### src/rtl/imem_loader_pkg.sv
// imem_loader_pkg
// Shared definitions for the instruction-memory boot loader:
//   state_t        - loader session states
//   BYTES_PER_WORD - stream bytes packed into one instruction word
//   HDR_BYTES      - length-header bytes at the start of a frame
//   word_addr()    - converts a word index into a byte address
package imem_loader_pkg;

    localparam int BYTES_PER_WORD = 4;
    localparam int HDR_BYTES      = 2;

    typedef enum logic [2:0] {
        IDLE,
        LEN_LO,
        LEN_HI,
        DATA,
        CHK,
        DONE,
        ERR
    } state_t;

    function automatic logic [31:0] word_addr(input logic [31:0] idx);
        return 32'(idx * BYTES_PER_WORD);
    endfunction

endpackage

### src/rtl/imem_loader_if.sv
// imem_loader_if
// Bundles the byte-stream handshake and the instruction-memory write port.
//   byte_valid_i / byte_data_i / byte_ready_o : host byte link
//   imem_we_o / imem_waddr_o / imem_wdata_o   : instruction memory write port
// Signal suffixes are from the loader's point of view.
//   master : host / memory side (drives the byte stream)
//   slave  : the loader itself
interface imem_loader_if;

    logic        byte_valid_i;
    logic [7:0]  byte_data_i;
    logic        byte_ready_o;
    logic        imem_we_o;
    logic [31:0] imem_waddr_o;
    logic [31:0] imem_wdata_o;

    modport master (
        output byte_valid_i,
        output byte_data_i,
        input  byte_ready_o,
        input  imem_we_o,
        input  imem_waddr_o,
        input  imem_wdata_o
    );

    modport slave (
        input  byte_valid_i,
        input  byte_data_i,
        output byte_ready_o,
        output imem_we_o,
        output imem_waddr_o,
        output imem_wdata_o
    );

endinterface

### src/rtl/imem_loader_word_assembler.sv
// word_assembler
// Packs accepted data bytes little-endian into 32-bit words and keeps the
// running XOR checksum of the frame.
//   clk_i        : clock
//   rst_i        : asynchronous active-low reset
//   clr_i        : synchronous clear at the start of a session
//   byte_acc_i   : a data byte is accepted this cycle
//   xor_en_i     : fold byte_data_i into the checksum this cycle
//   byte_data_i  : stream byte
//   word_o       : assembled word, valid while word_done_o is high
//   word_done_o  : the 4th byte of a word is being accepted this cycle
//   chk_xor_o    : running XOR of all folded bytes
module word_assembler (
    input  logic        clk_i,
    input  logic        rst_i,
    input  logic        clr_i,
    input  logic        byte_acc_i,
    input  logic        xor_en_i,
    input  logic [7:0]  byte_data_i,
    output logic [31:0] word_o,
    output logic        word_done_o,
    output logic [7:0]  chk_xor_o
);

    logic [1:0]  cnt_q;
    logic [23:0] lanes_q;
    logic [7:0]  xor_q;

    // Byte lane counter, lower three lanes and checksum. The top lane is never
    // stored: it is the byte on the input when the word completes.
    always_ff @(posedge clk_i or negedge rst_i) begin
        if (!rst_i) begin
            cnt_q   <= 2'd0;
            lanes_q <= 24'd0;
            xor_q   <= 8'd0;
        end else if (clr_i) begin
            cnt_q   <= 2'd0;
            lanes_q <= 24'd0;
            xor_q   <= 8'd0;
        end else begin
            if (byte_acc_i) begin
                cnt_q <= cnt_q + 2'd1;
                case (cnt_q)
                    2'd0:    lanes_q[7:0]   <= byte_data_i;
                    2'd1:    lanes_q[15:8]  <= byte_data_i;
                    2'd2:    lanes_q[23:16] <= byte_data_i;
                    default: ;
                endcase
            end
            if (xor_en_i) begin
                xor_q <= xor_q ^ byte_data_i;
            end
        end
    end

    assign word_o      = {byte_data_i, lanes_q};
    assign word_done_o = byte_acc_i && (cnt_q == 2'd3);
    assign chk_xor_o   = xor_q;

endmodule

### src/rtl/imem_loader.sv
// imem_loader
// Boot-time writer for the CPU instruction memory. Receives a frame
// (LEN_LO, LEN_HI, 4*N data bytes, CHK) over a valid/ready byte link, writes
// one 32-bit word per 4 data bytes and releases the CPU after a clean load.
//   clk_i      : clock
//   rst_i      : asynchronous active-low reset
//   load_req_i : one-cycle request to start a session (IDLE/DONE/ERR only)
//   bus        : byte link and instruction-memory write port (slave side)
//   start_o    : CPU start, high while in DONE
//   busy_o     : session in progress
//   done_o     : last session succeeded
//   err_o      : last session failed
module imem_loader
    import imem_loader_pkg::*;
#(
    parameter int DEPTH = 256,
    parameter int LEN_W = 16
) (
    input  logic          clk_i,
    input  logic          rst_i,
    input  logic          load_req_i,
    imem_loader_if.slave  bus,
    output logic          start_o,
    output logic          busy_o,
    output logic          done_o,
    output logic          err_o
);

    state_t state_q, state_d;

    logic [7:0]       len_lo_q;
    logic [LEN_W-1:0] len_q;
    logic [LEN_W-1:0] idx_q;
    logic             we_q;
    logic [31:0]      waddr_q;
    logic [31:0]      wdata_q;

    logic             byte_ready;
    logic             accept;
    logic             load_go;
    logic [LEN_W-1:0] hdr_len;
    logic             last_word;
    logic [31:0]      word;
    logic             word_done;
    logic [7:0]       chk_xor;

    assign accept    = bus.byte_valid_i && byte_ready;
    assign load_go   = load_req_i && (state_q == IDLE || state_q == DONE || state_q == ERR);
    assign hdr_len   = LEN_W'({bus.byte_data_i, len_lo_q});
    assign last_word = (idx_q == len_q - LEN_W'(1));

    word_assembler u_asm (
        .clk_i       (clk_i),
        .rst_i       (rst_i),
        .clr_i       (load_go),
        .byte_acc_i  (accept && state_q == DATA),
        .xor_en_i    (accept && (state_q == LEN_LO || state_q == LEN_HI || state_q == DATA)),
        .byte_data_i (bus.byte_data_i),
        .word_o      (word),
        .word_done_o (word_done),
        .chk_xor_o   (chk_xor)
    );

    // State register
    always_ff @(posedge clk_i or negedge rst_i) begin
        if (!rst_i) begin
            state_q <= IDLE;
        end else begin
            state_q <= state_d;
        end
    end

    // Next-state logic; the length check uses the header byte on the bus so
    // an oversize frame is rejected on the LEN_HI accept itself.
    always_comb begin
        state_d = state_q;
        case (state_q)
            IDLE, DONE, ERR: begin
                if (load_req_i) state_d = LEN_LO;
            end
            LEN_LO: begin
                if (accept) state_d = LEN_HI;
            end
            LEN_HI: begin
                if (accept) begin
                    if (32'(hdr_len) > 32'(DEPTH)) state_d = ERR;
                    else if (hdr_len == '0)        state_d = CHK;
                    else                           state_d = DATA;
                end
            end
            DATA: begin
                if (word_done && last_word) state_d = CHK;
            end
            CHK: begin
                if (accept) state_d = (bus.byte_data_i == chk_xor) ? DONE : ERR;
            end
            default: state_d = IDLE;
        endcase
    end

    // Status outputs are pure state decodes, so done/err stay sticky until a
    // new session leaves DONE/ERR.
    always_comb begin
        byte_ready = 1'b0;
        busy_o     = 1'b0;
        start_o    = 1'b0;
        done_o     = 1'b0;
        err_o      = 1'b0;
        case (state_q)
            LEN_LO, LEN_HI, DATA, CHK: begin
                byte_ready = 1'b1;
                busy_o     = 1'b1;
            end
            DONE: begin
                start_o = 1'b1;
                done_o  = 1'b1;
            end
            ERR: begin
                err_o = 1'b1;
            end
            default: ;
        endcase
    end

    // Header latches, word index and the registered write port. Address and
    // data hold between write pulses.
    always_ff @(posedge clk_i or negedge rst_i) begin
        if (!rst_i) begin
            len_lo_q <= 8'd0;
            len_q    <= '0;
            idx_q    <= '0;
            we_q     <= 1'b0;
            waddr_q  <= 32'd0;
            wdata_q  <= 32'd0;
        end else begin
            we_q <= word_done;
            if (load_go) begin
                len_lo_q <= 8'd0;
                len_q    <= '0;
                idx_q    <= '0;
            end else begin
                if (accept && state_q == LEN_LO) len_lo_q <= bus.byte_data_i;
                if (accept && state_q == LEN_HI) len_q    <= hdr_len;
                if (word_done) begin
                    waddr_q <= word_addr(32'(idx_q));
                    wdata_q <= word;
                    idx_q   <= idx_q + LEN_W'(1);
                end
            end
        end
    end

    assign bus.byte_ready_o = byte_ready;
    assign bus.imem_we_o    = we_q;
    assign bus.imem_waddr_o = waddr_q;
    assign bus.imem_wdata_o = wdata_q;

endmodule

### src/flat_wrapper.sv
// flat-port wrapper written by rule: the top's interface ports become plain ports
module imem_loader_flat import imem_loader_pkg::*;
#(
    parameter int DEPTH = 256,
    parameter int LEN_W = 16
)
  (clk_i, rst_i, load_req_i, start_o, busy_o, done_o, err_o, bus_byte_valid_i, bus_byte_data_i, bus_byte_ready_o, bus_imem_we_o, bus_imem_waddr_o, bus_imem_wdata_o);
  imem_loader_if bus_i ();
  input  logic clk_i;
  input  logic rst_i;
  input  logic load_req_i;
  output logic start_o;
  output logic busy_o;
  output logic done_o;
  output logic err_o;
  input wire logic [$bits(bus_i.byte_valid_i)-1:0] bus_byte_valid_i;
  input wire logic [$bits(bus_i.byte_data_i)-1:0] bus_byte_data_i;
  output wire logic [$bits(bus_i.byte_ready_o)-1:0] bus_byte_ready_o;
  output wire logic [$bits(bus_i.imem_we_o)-1:0] bus_imem_we_o;
  output wire logic [$bits(bus_i.imem_waddr_o)-1:0] bus_imem_waddr_o;
  output wire logic [$bits(bus_i.imem_wdata_o)-1:0] bus_imem_wdata_o;
  assign bus_i.byte_valid_i = bus_byte_valid_i;
  assign bus_i.byte_data_i = bus_byte_data_i;
  assign bus_byte_ready_o = bus_i.byte_ready_o;
  assign bus_imem_we_o = bus_i.imem_we_o;
  assign bus_imem_waddr_o = bus_i.imem_waddr_o;
  assign bus_imem_wdata_o = bus_i.imem_wdata_o;
  imem_loader #(.DEPTH(DEPTH), .LEN_W(LEN_W)) u_core (.clk_i(clk_i), .rst_i(rst_i), .load_req_i(load_req_i), .bus(bus_i), .start_o(start_o), .busy_o(busy_o), .done_o(done_o), .err_o(err_o));
endmodule
### config.mk
export PLATFORM = sky130hd
export DESIGN_NAME = imem_loader_flat
export DESIGN_NICKNAME = d
export VERILOG_FILES = /design/src/rtl/imem_loader_pkg.sv /design/src/rtl/imem_loader_if.sv /design/src/rtl/imem_loader_word_assembler.sv /design/src/rtl/imem_loader.sv /design/src/flat_wrapper.sv
export SDC_FILE = /design/constraint.sdc
export NUM_CORES = 1
export LEC_CHECK = 0
export CAP_MARGIN = 20
export CORE_UTILIZATION = 40
export DETAILED_ROUTE_END_ITERATION = 6
export PLACE_DENSITY_LB_ADDON = 0.3
export RECOVER_POWER = 25
export SLEW_MARGIN = 20
export SYNTH_ARGS = -nofsm -noshare
export SYNTH_HDL_FRONTEND = slang
export SYNTH_SLANG_ARGS = --single-unit
### constraint.sdc
create_clock -name clk_i -period 3 [get_ports clk_i]
set_clock_uncertainty 0.15 [all_clocks]
set_input_delay 0.6 -clock clk_i [delete_from_list [all_inputs] [get_ports clk_i]]
set_output_delay 0.6 -clock clk_i [all_outputs]
set_load 0.005 [all_outputs]
# [Word level (Yosys, flattened, before mapping)]
# Index checks and enable logic that the tools add are counted.
[op_classes] n_addsub=3 n_lt_le_gt_ge=1 eq_ne=16 mux=27 bitwise=2 n_reduce_logical=30
[ops] operator="$mux W16" count=4
[ops] operator="$mux W8" count=7
[ops] operator="$mux W24" count=2
[ops] operator="$mux W3" count=7
[ops] operator="$add A16 B1 Y16 const B" count=1
[ops] operator="$eq A16 B16 Y1" count=1
[ops] operator="$gt A16 B9 Y1 const B" count=1
[ops] operator="$logic_not A16 Y1" count=1
[ops] operator="$reduce_bool A2 Y1" count=8
[ops] operator="$sub A16 B1 Y16 const B" count=1
[ops] operator="$pmux W3 S5" count=1
[ops] operator="$eq A3 B3 Y1 const B" count=3
[ops] operator="$eq A8 B8 Y1" count=1
[ops] operator="$logic_and A1 B1 Y1" count=8
[ops] operator="$reduce_and A2 Y1" count=4
[ops] operator="$xor A8 B8 Y8" count=1
[ops] operator="$eq A3 B2 Y1 const B" count=2
[ops] operator="$mux W2" count=3
[ops] operator="$ne A2 B1 Y1 const B" count=3
[ops] operator="$reduce_and A5 Y1" count=1
[ops] operator="$eq A2 B2 Y1 const B" count=2
[ops] operator="$logic_or A1 B1 Y1" count=4
[ops] operator="$ne A2 B2 Y1 const B" count=2
[ops] operator="$reduce_or A4 Y1" count=1
[ops] operator="8 further kinds" count=10
[totals] regBits=126 input_bits=12

# [Depth between registers and ports, before layout]
[logic_depth] depth_word=9 mapped_depth=9 ltp_nobuf=9

# [Hierarchy]
# From an unflattened synthesis, not the netlist that was laid out.
[hier_totals] hier_cells=589 hier_area_um2=6442.4
[modules_own_cells] module="imem_loader" n_inst=1 cells_each=445 area_per_inst_um2=4732.0 seq_area_each_um2=2302.2
[modules_own_cells] module="word_assembler" n_inst=1 cells_each=144 area_per_inst_um2=1710.4 seq_area_each_um2=850.8

# [Worst setup path after synthesis]
# OpenSTA, ideal clock, no wires.
[synth_timing] kind="flip-flop to flip-flop" from="register u_core.len_q[0]" to="register u_core.state_q[1]" arrival_ps=2236 required_ps=2719 path_slack_ps=483 stages_incl_launch_ff=10 cell_sequence="dfrtp_1 > inv_1 > ha_1 > or4b_4 > nor2_2 > mux2i_1 > nor3_1 > nor4_2 > a31oi_1 > or3_1"
[synth_between] elab_chain_cells=5
[synth_rtl] element="start, declared" line="imem_loader.sv:32" source="logic [LEN_W-1:0] len_q;"
[synth_rtl] element="start signal, assigned" line="imem_loader.sv:143" source="if (accept && state_q == LEN_HI) len_q <= hdr_len;"
[synth_rtl] element="$sub A16 B1 Y16" line="imem_loader.sv:50" source="assign last_word = (idx_q == len_q - LEN_W'(1));"
[synth_rtl] element="$eq A16 B16 Y1" line="imem_loader.sv:50"
[synth_rtl] element="$logic_and A1 B1 Y1" line="imem_loader.sv:92" source="if (word_done && last_word) state_d = CHK;"
[synth_rtl] element="$ne A2 B2 Y1 (no line)"
[synth_rtl] element="$reduce_and A5 Y1 (no line)"
[synth_rtl] element="end signal, assigned" line="imem_loader.sv:69" source="state_q <= state_d;"
[synth_rtl] element="end, declared" line="imem_loader.sv:29" source="state_t state_q, state_d;"
# No other way between the ends.
# A chain may end at the register's enable or synchronous reset.

# [Worst setup path in the final report]
[layout_timing] from="register u_core.state_q[0]" to="output done_o"
[layout_between] elab_chain_cells=2
[layout_rtl] element="$eq A3 B3 Y1" line="imem_loader.sv:109" source="case (state_q)"
[layout_rtl] element="$mux W1" line="imem_loader.sv:109"
[layout_rtl] element="end, declared" line="flat_wrapper.sv:14" source="output logic done_o;"
# No other way between the ends.

==> impl_metrics.yaml <==
yosys:
  synth_top_family_by_area: "simple AND/OR/NAND/NOR gates"
  ys_seq_area_frac: 0.511
  async_flop_share: 1.00
  synthDistinctLibCells: 52
  ys_seq_elements: 126
  yosys.area.top_type: "dfrtp_1"
  synthSimpleGateAreaFrac: 0.270
  syn_area_per_cell_um2: 8.58
  synth_fa_ha_area_frac: 0.0122
  yosysWarnings: 0
  synthTopCellsByArea: "dfrtp_1, nand2_1, xor2_1"
  synth_top_area_frac: 0.511
  synth_xor_area_frac: 0.0724
  syn-cell-area_um2: 6170
  synth_edf_count: 0
  synth_compound_area_frac: 0.0712
  ys_dominant_reg_cell: "dfrtp_1"
  synthMuxAreaShare: 0.00507
  syn_inst: 719
drt:
  wire_per_inst_um: 14.6
  top_layer: "met4"
  met3WireLength_um: 686
  drt-pass1-iter-count: 5
  met2_length_mm: 6.64
  final_antenna_net_count: 0
  wirelength_mm: 14.2
  vias: 4963
  drt_iter0_drc: 348
  wl_met1_mm: 6.66
  vias_per_cell: 5.10
  post-route-drc-count: 0
global_route:
  grt_overflow: 0
  grt_pass1_vias: 4860
  grt_max_degree: 56
  grtUsageTotal: 0.190
  antenna_found_initial: 0
  grt_pass1_wl_mm: 23.8
pwr:
  peakVddDrop_mv: 0.500
  powerDensity_nw_per_um2: 783
  finalPower_uw: 5890
  p_seq_frac: 0.425
  p_leak_uw: 0.00355
  p_sw_frac: 0.300
  p_sw_uw: 1760
  clkPwrFrac: 0.323
  p_int_uw: 4120
  combPwrFrac: 0.252
job:
  cap_violations: 0
layout:
  final_core_util: 0.496
  layout-drive-gt1-share: 0.0828
  layout.nets: 792
  n_antenna_cell: 0
  area_growth_pct: 21.9
cts:
  clk_latency_ns: 0.42
  path_clk_slew_ns: 0.06
  cts-resized-gates: 0
  post_cts_buffers: 0
  clockRootBuffer: "clkbuf_16"
  htreeDepth: 4
  cts-buffers-inserted: 17
  clk_path_buf_depth: 2
  cts_sinks: 126
  cts_tree: "done"
  cts_hold_buffers: 1
floorplanning:
  num_rows: 45
  start_util: 0.407
  core-area_um2: 15100
  die_w_um: 126
  die_area_um2: 15900
  num_io_pins: 82
  die_h_um: 126
placed_design:
  numPortBuffers: 65
  dp_hpwl_mm: 9.73
  dp_slack_ns: 0.0208
  gp_congestion: 0.890
sta:
  tns_ns: 0
  final_max_slew_viol_count: 0
  maxSlewHeadroom: 0.417
  final_min_period_over_clock_period: 0.930
  hold_viol: 0
  rsz0062_at_grt: "false"
  tightestPinTransition_ns: 0.875
  timing.fmax_ghz: 0.359
  finalSetupViolCount: 0
  fin_ws_ns: 0.211
  fin_crit_ns: 2.79
critical_path:
  crit_fanout: 14
  cp-end-kind: "output pin"
  start_kind: "flop"
  worstPathRequired_ns: 2.25
  cp.arrival_ns: 2.04
  crit_type: "reg -> out"
  rr_worst_depth: 9
worst_hold_path:
  whs_path_depth: 2
  hold_class: "reg -> reg"
status:
  status: "finished, final reports clean"
-- placed cells by master (no fill, tap or decap), types with 6 or more instances in the layout --
master / synthesis / routed
clkbuf_16: 0 / 17
nor2_1: 41 / 40
clkdlybuf4s50_1: 0 / 64
inv_1: 6 / 6
conb_1: 1 / 16
nor3_1: 9 / 9
xnor2_1: 17 / 17
xor2_1: 34 / 34
dfrtp_1: 126 / 126
buf_4: 19 / 19
o21ai_0: 8 / 8
nand3_1: 36 / 36
ha_1: 6 / 6
nand4_1: 8 / 8
nor4_1: 8 / 8
a21oi_1: 59 / 59
nand2_1: 247 / 246
-- sequential cells by signal, indices dropped and copies added (netlist names) --
name,flops
u_core.bus.imem_waddr_o,16
u_core.bus.imem_wdata_o,32
u_core.bus.imem_we_o,1
u_core.idx_q,16
u_core.len_lo_q,8
u_core.len_q,16
u_core.state_q,3
u_core.u_asm.chk_xor_o,8
u_core.u_asm.cnt_q,2
u_core.u_asm.lanes_q,24
-- power groups by stage --
stage,logic [µW],registers (µW),clock network [µW]
after floorplan,798,2470,0
after global placement,1470,2510,0
after detailed placement,1500,2530,0
after CTS,1510,2510,1940
after global routing,1670,2570,2020
final,1480,2500,1900
-- critical path: stages, from the launching register on --
cell,delay [ns]
dfrtp_1,0.57
nor2b_1,0.28
and2_1,0.24
clkdlybuf4s50_1,0.53
-- cell type report --
cell class | count | area (µm²)
well taps | 188 | 235
clock buffers | 20 | 457
fillers | 1408 | 7630
inverters | 7 | 26.3
flip-flops and latches | 126 | 3150
multi-input cells | 535 | 2730
clock inverters | 10 | 92.6
repair buffers | 87 | 826
-- synth_stat cells (2+ instances only) --
cell type and count:
buf_4 19, nand2_1 247, xnor2_1 17, ha_1 6
mux2i_1 2, a21oi_1 59, and2_1 2, o211ai_1 2
nor2b_1 4, nand3_1 36, nor3_1 9, nand4_1 8
nand3b_1 3, clkbuf_1 39, o31a_1 2, nor2_1 41
xor2_1 34, nor4_1 8, or3_1 4, dfrtp_1 126
buf_1 6, inv_1 6, o21ai_0 8, nor4_2 3
-- per-layer routing --
| layer | track usage | vias to the layer above |
|---|---|---|
| met4 | 0.0553 | 0 |
| met2 | 0.300 | 131 |
| li1 | - | 2414 |
| met5 | 0 | - |
| met3 | 0.0467 | 20 |
| met1 | 0.258 | 2398 |
-- final timing paths --
| kind | start | endpoint | slack, ns |
|---|---|---|---|
| max in group asynchronous | rst_i | u_core.len_lo_q[0] | 0.70 |
| hold / removal | u_core.bus.imem_waddr_o[2] | u_core.bus.imem_waddr_o[2] | 0.32 |
| setup reg to reg | u_core.len_q[0] | u_core.state_q[1] | 0.26 |
| setup / recovery | u_core.state_q[0] | done_o | 0.21 |
| min in group asynchronous | rst_i | u_core.bus.imem_waddr_o[11] | 0.69 |
| hold reg to reg | u_core.bus.imem_waddr_o[2] | u_core.bus.imem_waddr_o[2] | 0.32 |
-- cell families after synthesis --
logic type,count (synthesis)
simple gates,379
buf+inv,73
flops,126
other cells,1
compound gates,80
xor+xnor,51
mux,3
fa+ha+maj,6
-- per-stage QoR --
stage / instance area (µm²) / std cells / hold WS (ns)
after global placement: 6970 / 942 / 0.306
after floorplan: 6220 / 734 / 0.154
after detailed placement: 6970 / 942 / 0.305
final: 7520 / 973 / 0.321
after CTS: 7530 / 973 / 0.323
after global routing: 7520 / 973 / 0.338
No activity file was read; power rests on OpenSTA's default activity.
